**config.mk**
```make
export PLATFORM = sky130hd
export DESIGN_NAME = rf_wb_arbiter
export DESIGN_NICKNAME = d
export VERILOG_FILES = /design/src/rtl/rf_wb_arbiter.sv
export SDC_FILE = /design/constraint.sdc
export NUM_CORES = 1
export LEC_CHECK = 0
export BUFFER_PORTS_ARGS = -buffer_cell sky130_fd_sc_hd__buf_2
export CORE_MARGIN = 2
export CORE_UTILIZATION = 50
export DETAILED_ROUTE_END_ITERATION = 10
export PLACE_DENSITY = 0.77
export SYNTH_ARGS = -nofsm -noshare
export SYNTH_HDL_FRONTEND = slang
export SYNTH_SLANG_ARGS = --single-unit
```
**constraint.sdc**
```tcl
create_clock -name clk -period 2.68 [get_ports clk]
set_input_delay 0.402 -clock clk [delete_from_list [all_inputs] [get_ports clk]]
set_output_delay 0.402 -clock clk [all_outputs]
set_load 0.005 [all_outputs]
```
**src/rtl/rf_wb_arbiter.sv**
```systemverilog
// rf_wb_arbiter: round-robin arbiter for two register-file writeback requesters,
// with a per-register pending-write scoreboard that drives stall.
module rf_wb_arbiter #(
    parameter int DW = 32,
    parameter int AW = 5
) (
    input  logic          clk,
    input  logic          rst,
    input  logic          r0_valid,
    input  logic [AW-1:0] r0_addr,
    input  logic [DW-1:0] r0_data,
    output logic          r0_ready,
    input  logic          r1_valid,
    input  logic [AW-1:0] r1_addr,
    input  logic [DW-1:0] r1_data,
    output logic          r1_ready,
    input  logic          iss_valid,
    input  logic [AW-1:0] iss_addr,
    input  logic [AW-1:0] chk_a1,
    input  logic [AW-1:0] chk_a2,
    output logic          stall,
    output logic          RFWr,
    output logic [AW-1:0] RegAdd,
    output logic [DW-1:0] RegWriData,
    output logic          idle,
    output logic          sb_ovf
);
    localparam int NR = 1 << AW;
    logic                 rr_q, rr_d;
    logic                 rfwr_q;
    logic [AW-1:0]        regadd_q;
    logic [DW-1:0]        wdata_q;
    logic [NR-1:0][1:0]   cnt_q, cnt_d;
    logic [NR-1:0]        inc, dec;
    logic                 ovf_q, ovf_d;
    logic                 xfer;
    logic [AW-1:0]        w_addr;
    logic [DW-1:0]        w_data;
    assign r0_ready = !rst && r0_valid && !(r1_valid && rr_q);
    assign r1_ready = !rst && r1_valid && !(r0_valid && !rr_q);
    assign xfer     = r0_ready || r1_ready;
    assign w_addr   = r1_ready ? r1_addr : r0_addr;
    assign w_data   = r1_ready ? r1_data : r0_data;
    assign rr_d     = r0_ready ? 1'b1 : r1_ready ? 1'b0 : rr_q;
    // Register 0 is never tracked, so cnt_q[0] stays zero and needs no guard in the lookups.
    always_comb begin
        cnt_d = cnt_q;
        ovf_d = ovf_q;
        inc   = '0;
        dec   = '0;
        for (int r = 1; r < NR; r++) begin
            inc[r]   = iss_valid && iss_addr == AW'(r);
            dec[r]   = rfwr_q && regadd_q == AW'(r);
            cnt_d[r] = (inc[r] && !dec[r]) ? ((&cnt_q[r]) ? 2'd3 : cnt_q[r] + 2'd1)
                     : (dec[r] && !inc[r]) ? ((|cnt_q[r]) ? cnt_q[r] - 2'd1 : 2'd0)
                     : cnt_q[r];
            ovf_d    = ovf_d || (inc[r] && !dec[r] && (&cnt_q[r]));
        end
    end
    assign stall = !rst && ((chk_a1 != '0 && cnt_q[chk_a1] != 2'd0) ||
                            (chk_a2 != '0 && cnt_q[chk_a2] != 2'd0));
    assign idle       = (cnt_q == '0) && !rfwr_q;
    assign RFWr       = rfwr_q;
    assign RegAdd     = regadd_q;
    assign RegWriData = wdata_q;
    assign sb_ovf     = ovf_q;
    always_ff @(posedge clk or posedge rst) begin
        if (rst) begin
            rr_q     <= 1'b0;
            rfwr_q   <= 1'b0;
            regadd_q <= '0;
            wdata_q  <= '0;
            cnt_q    <= '0;
            ovf_q    <= 1'b0;
        end else begin
            rr_q   <= rr_d;
            rfwr_q <= xfer && w_addr != '0;
            if (xfer) begin
                regadd_q <= w_addr;
                wdata_q  <= w_data;
            end
            cnt_q <= cnt_d;
            ovf_q <= ovf_d;
        end
    end
endmodule
```
==> results.json <==
{
  "io-pin-count": 137,
  "final_nets": 1001,
  "finalSetupTns_ns": 0,
  "min_period_over_period_pct": 95.6,
  "worst_pin_slew_ns": 1.04,
  "p_leak_nw": 3.55,
  "dpl-instance-area_um2": 7380,
  "whs_ns": 0.316,
  "synth_top_area_share_pct": 39.4,
  "area_growth_pct": 19.1,
  "drv_cap": 0,
  "cp_num_cells": 5,
  "htreeDepth": 3,
  "crit_buf_inv": 1,
  "synth.most_common_cell": "nand2_1",
  "hold_viol_final": 0,
  "syn_area_per_cell_um2": 8.71,
  "dieArea_um2": 13900,
  "max_slew_margin_pct": 30.1,
  "cp.arrival_ns": 2.16,
  "post-route-drc-count": 1,
  "die_w_um": 118,
  "syn_area_um2": 6480,
  "first_pass_iters": 9,
  "worstPathRequired_ns": 2.28,
  "numCtsBuffers": 9,
  "synthFlopType": "dfrtp_1",
  "totalWireLength_mm": 17.1,
  "postRouteAntennaNets": 0,
  "start_kind": "register",
  "post_cts_buffers": 0,
  "clock_latency_ns": 0.35,
  "rsz0062_at_grt": "no",
  "synth_nets": 869,
  "power.density_nw_per_um2": 476,
  "avgRoutedWirePerCell_um": 16.2,
  "synth_edf_count": 0,
  "critPathSlowestCell": "or4_4",
  "synthTopCellsByCount": "nand2_1 (108), dfrtp_1 (102), nor2_1 (84), o21ai_0 (79), o21ai_1 (41)",
  "path_delay_family": "simple AND/OR/NAND/NOR gates",
  "nFillCells": 1168,
  "ys_seq_elements": 102,
  "yosys.area.top_type": "dfrtp_1",
  "dp_hpwl_mm": 13.2,
  "gp_congestion": 0.938,
  "grt_pass1_wl_mm": 27.8,
  "fin_area_um2": 7720,
  "synth_area_leaders": "dfrtp_1 (39%), nand2_1 (6.3%), o21ai_0 (6.1%)",
  "antenna_found_initial": 0,
  "synthArstFlopShare_pct": 100,
  "placed_cells_incl_taps": 1036,
  "num_rows": 41,
  "cts_tree": "built",
  "setup_ws_ns": 0.117,
  "regArea_um2": 2550,
  "num_antenna_cells": 0,
  "outcome": "complete, but fails checks",
  "multiInputGateArea_um2": 3750,
  "postSynthCellCount": 744,
  "dp_slack_ns": 0.233,
  "cp-end-kind": "output port",
  "grt_start_max_net_pins": 98,
  "grt_overflow_total": 0,
  "via_per_inst": 5.59,
  "grtUsageTotal_pct": 25.1,
  "ys_seq_area_share_pct": 39.4,
  "hold_class": "input port to register",
  "ys_types": 42,
  "clk_pin_slew_ns": 0.07,
  "hold_depth": 3,
  "start_util_pct": 51.3,
  "fmax_ghz": 0.390,
  "cts_sinks": 102,
  "num_vias": 5877,
  "core_um2": 12600,
  "setup_viol": 0,
  "worstPathCellList": "nor4_2 -> nand3_1 -> or4_4 -> nor4_4 -> buf_2",
  "clock_path_buffers": 2,
  "grt_pass1_vias": 5616,
  "fin_skew_ns": 0.00720,
  "io_buffers": 136,
  "crit_type": "register to output port",
  "crit_fanout": 7,
  "irDropWorstVdd_mv": 0.319,
  "final_cells": 1052,
  "p_total_mw": 3.68,
  "worst_r2r_path_depth": 9,
  "ctsRootBufferMaster": "clkbuf_16",
  "max_stage_delay_ns": 0.55,
  "die_y_um": 118,
  "drv_slew": 0,
  "yosys_warnings": 0,
  "violations": "DRC",
  "final_core_util_pct": 61.2,
  "post-route-min-period_ns": 2.56,
  "drt_iter0_drc": 437,
  "drive_above_1_share_pct": 22.5
}
[layer usage]
metal	GRT usage, %	wire [µm]
met4	5.50	201
met1	32.0	7160
met3	6.59	1420
met5	0	0
met2	43.0	8290
[cell usage in the layout, fill, tap and decap left out, types with 4 or more instances in the layout]
| cell | count |
|---|---|
| inv_1 | 30 |
| clkbuf_16 | 9 |
| o31ai_1 | 17 |
| o21ai_1 | 40 |
| nand4_1 | 12 |
| mux2_2 | 16 |
| a21oi_1 | 25 |
| nand2_1 | 108 |
| maj3_1 | 14 |
| nand3_1 | 19 |
| and2_1 | 19 |
| inv_6 | 4 |
| mux4_2 | 11 |
| o21ai_0 | 79 |
| nor4_1 | 6 |
| nor3_1 | 13 |
| nand2b_1 | 6 |
| nor2b_1 | 23 |
| buf_2 | 136 |
| ha_1 | 31 |
| nor2_1 | 83 |
| dfrtp_1 | 101 |
| buf_4 | 6 |
| mux2i_1 | 39 |
[tightest hold or removal path, cell delays in order]
cell	delay [ns]
buf_2	0.07
mux2i_1	0.05
o21ai_1	0.10
[repair_timing]
action / 4_1_cts / 5_1_grt
hold endpoints to repair: 5 / 0
setup endpoints to repair: 1 / 1
resized for setup: 5 / 1
hold buffers: 1 / 0
pin swaps: 1 / 0
[final cells by class]
cell class,count,area share (%)
Sequential cell,102,33.1
Multi-Input combinational cell,587,48.6
Inverter,31,1.54
Clock inverter,6,0.989
Tap cell,172,2.79
Clock buffer,9,2.92
Timing Repair Buffer,145,10.1
[where the power goes]
part	internal, mW	switching (mW)
Clock	0.740	0.624
Combinational	0.275	0.341
Sequential	1.63	0.0687
Total	2.64	1.03
[state kept, by name, indices dropped and copies added, names as in the netlist]
name and cells:
RFWr 1, RegAdd 5, RegWriData 32, cnt_q 62, rr_q 1, sb_ovf 1
[kinds of logic after synthesis]
group	after synthesis	synth area share (%)
buffers and inverters	55	3.44
flip-flops	102	39.4
AO/OA/AOI/OAI	176	15.1
adder cells (fa/ha/maj)	45	8.15
AND/OR/NAND/NOR	299	20.9
multiplexers	67	13.0
[worst paths after layout]
| kind | endpoint | slack [ns] | start |
|---|---|---|---|
| worst max-delay path | idle | 0.12 | cnt_q[9] |
| worst min-delay path | RegWriData[19] | 0.32 | r0_data[19] |
| worst max register to register | sb_ovf | 0.33 | RegAdd[3] |
| worst min register to register | RegWriData[0] | 0.48 | RegWriData[0] |
| max in group asynchronous | cnt_q[9] | 1.35 | rst |
| min in group asynchronous | rr_q | 0.52 | rst |
Power figures use the tool's default switching activity.
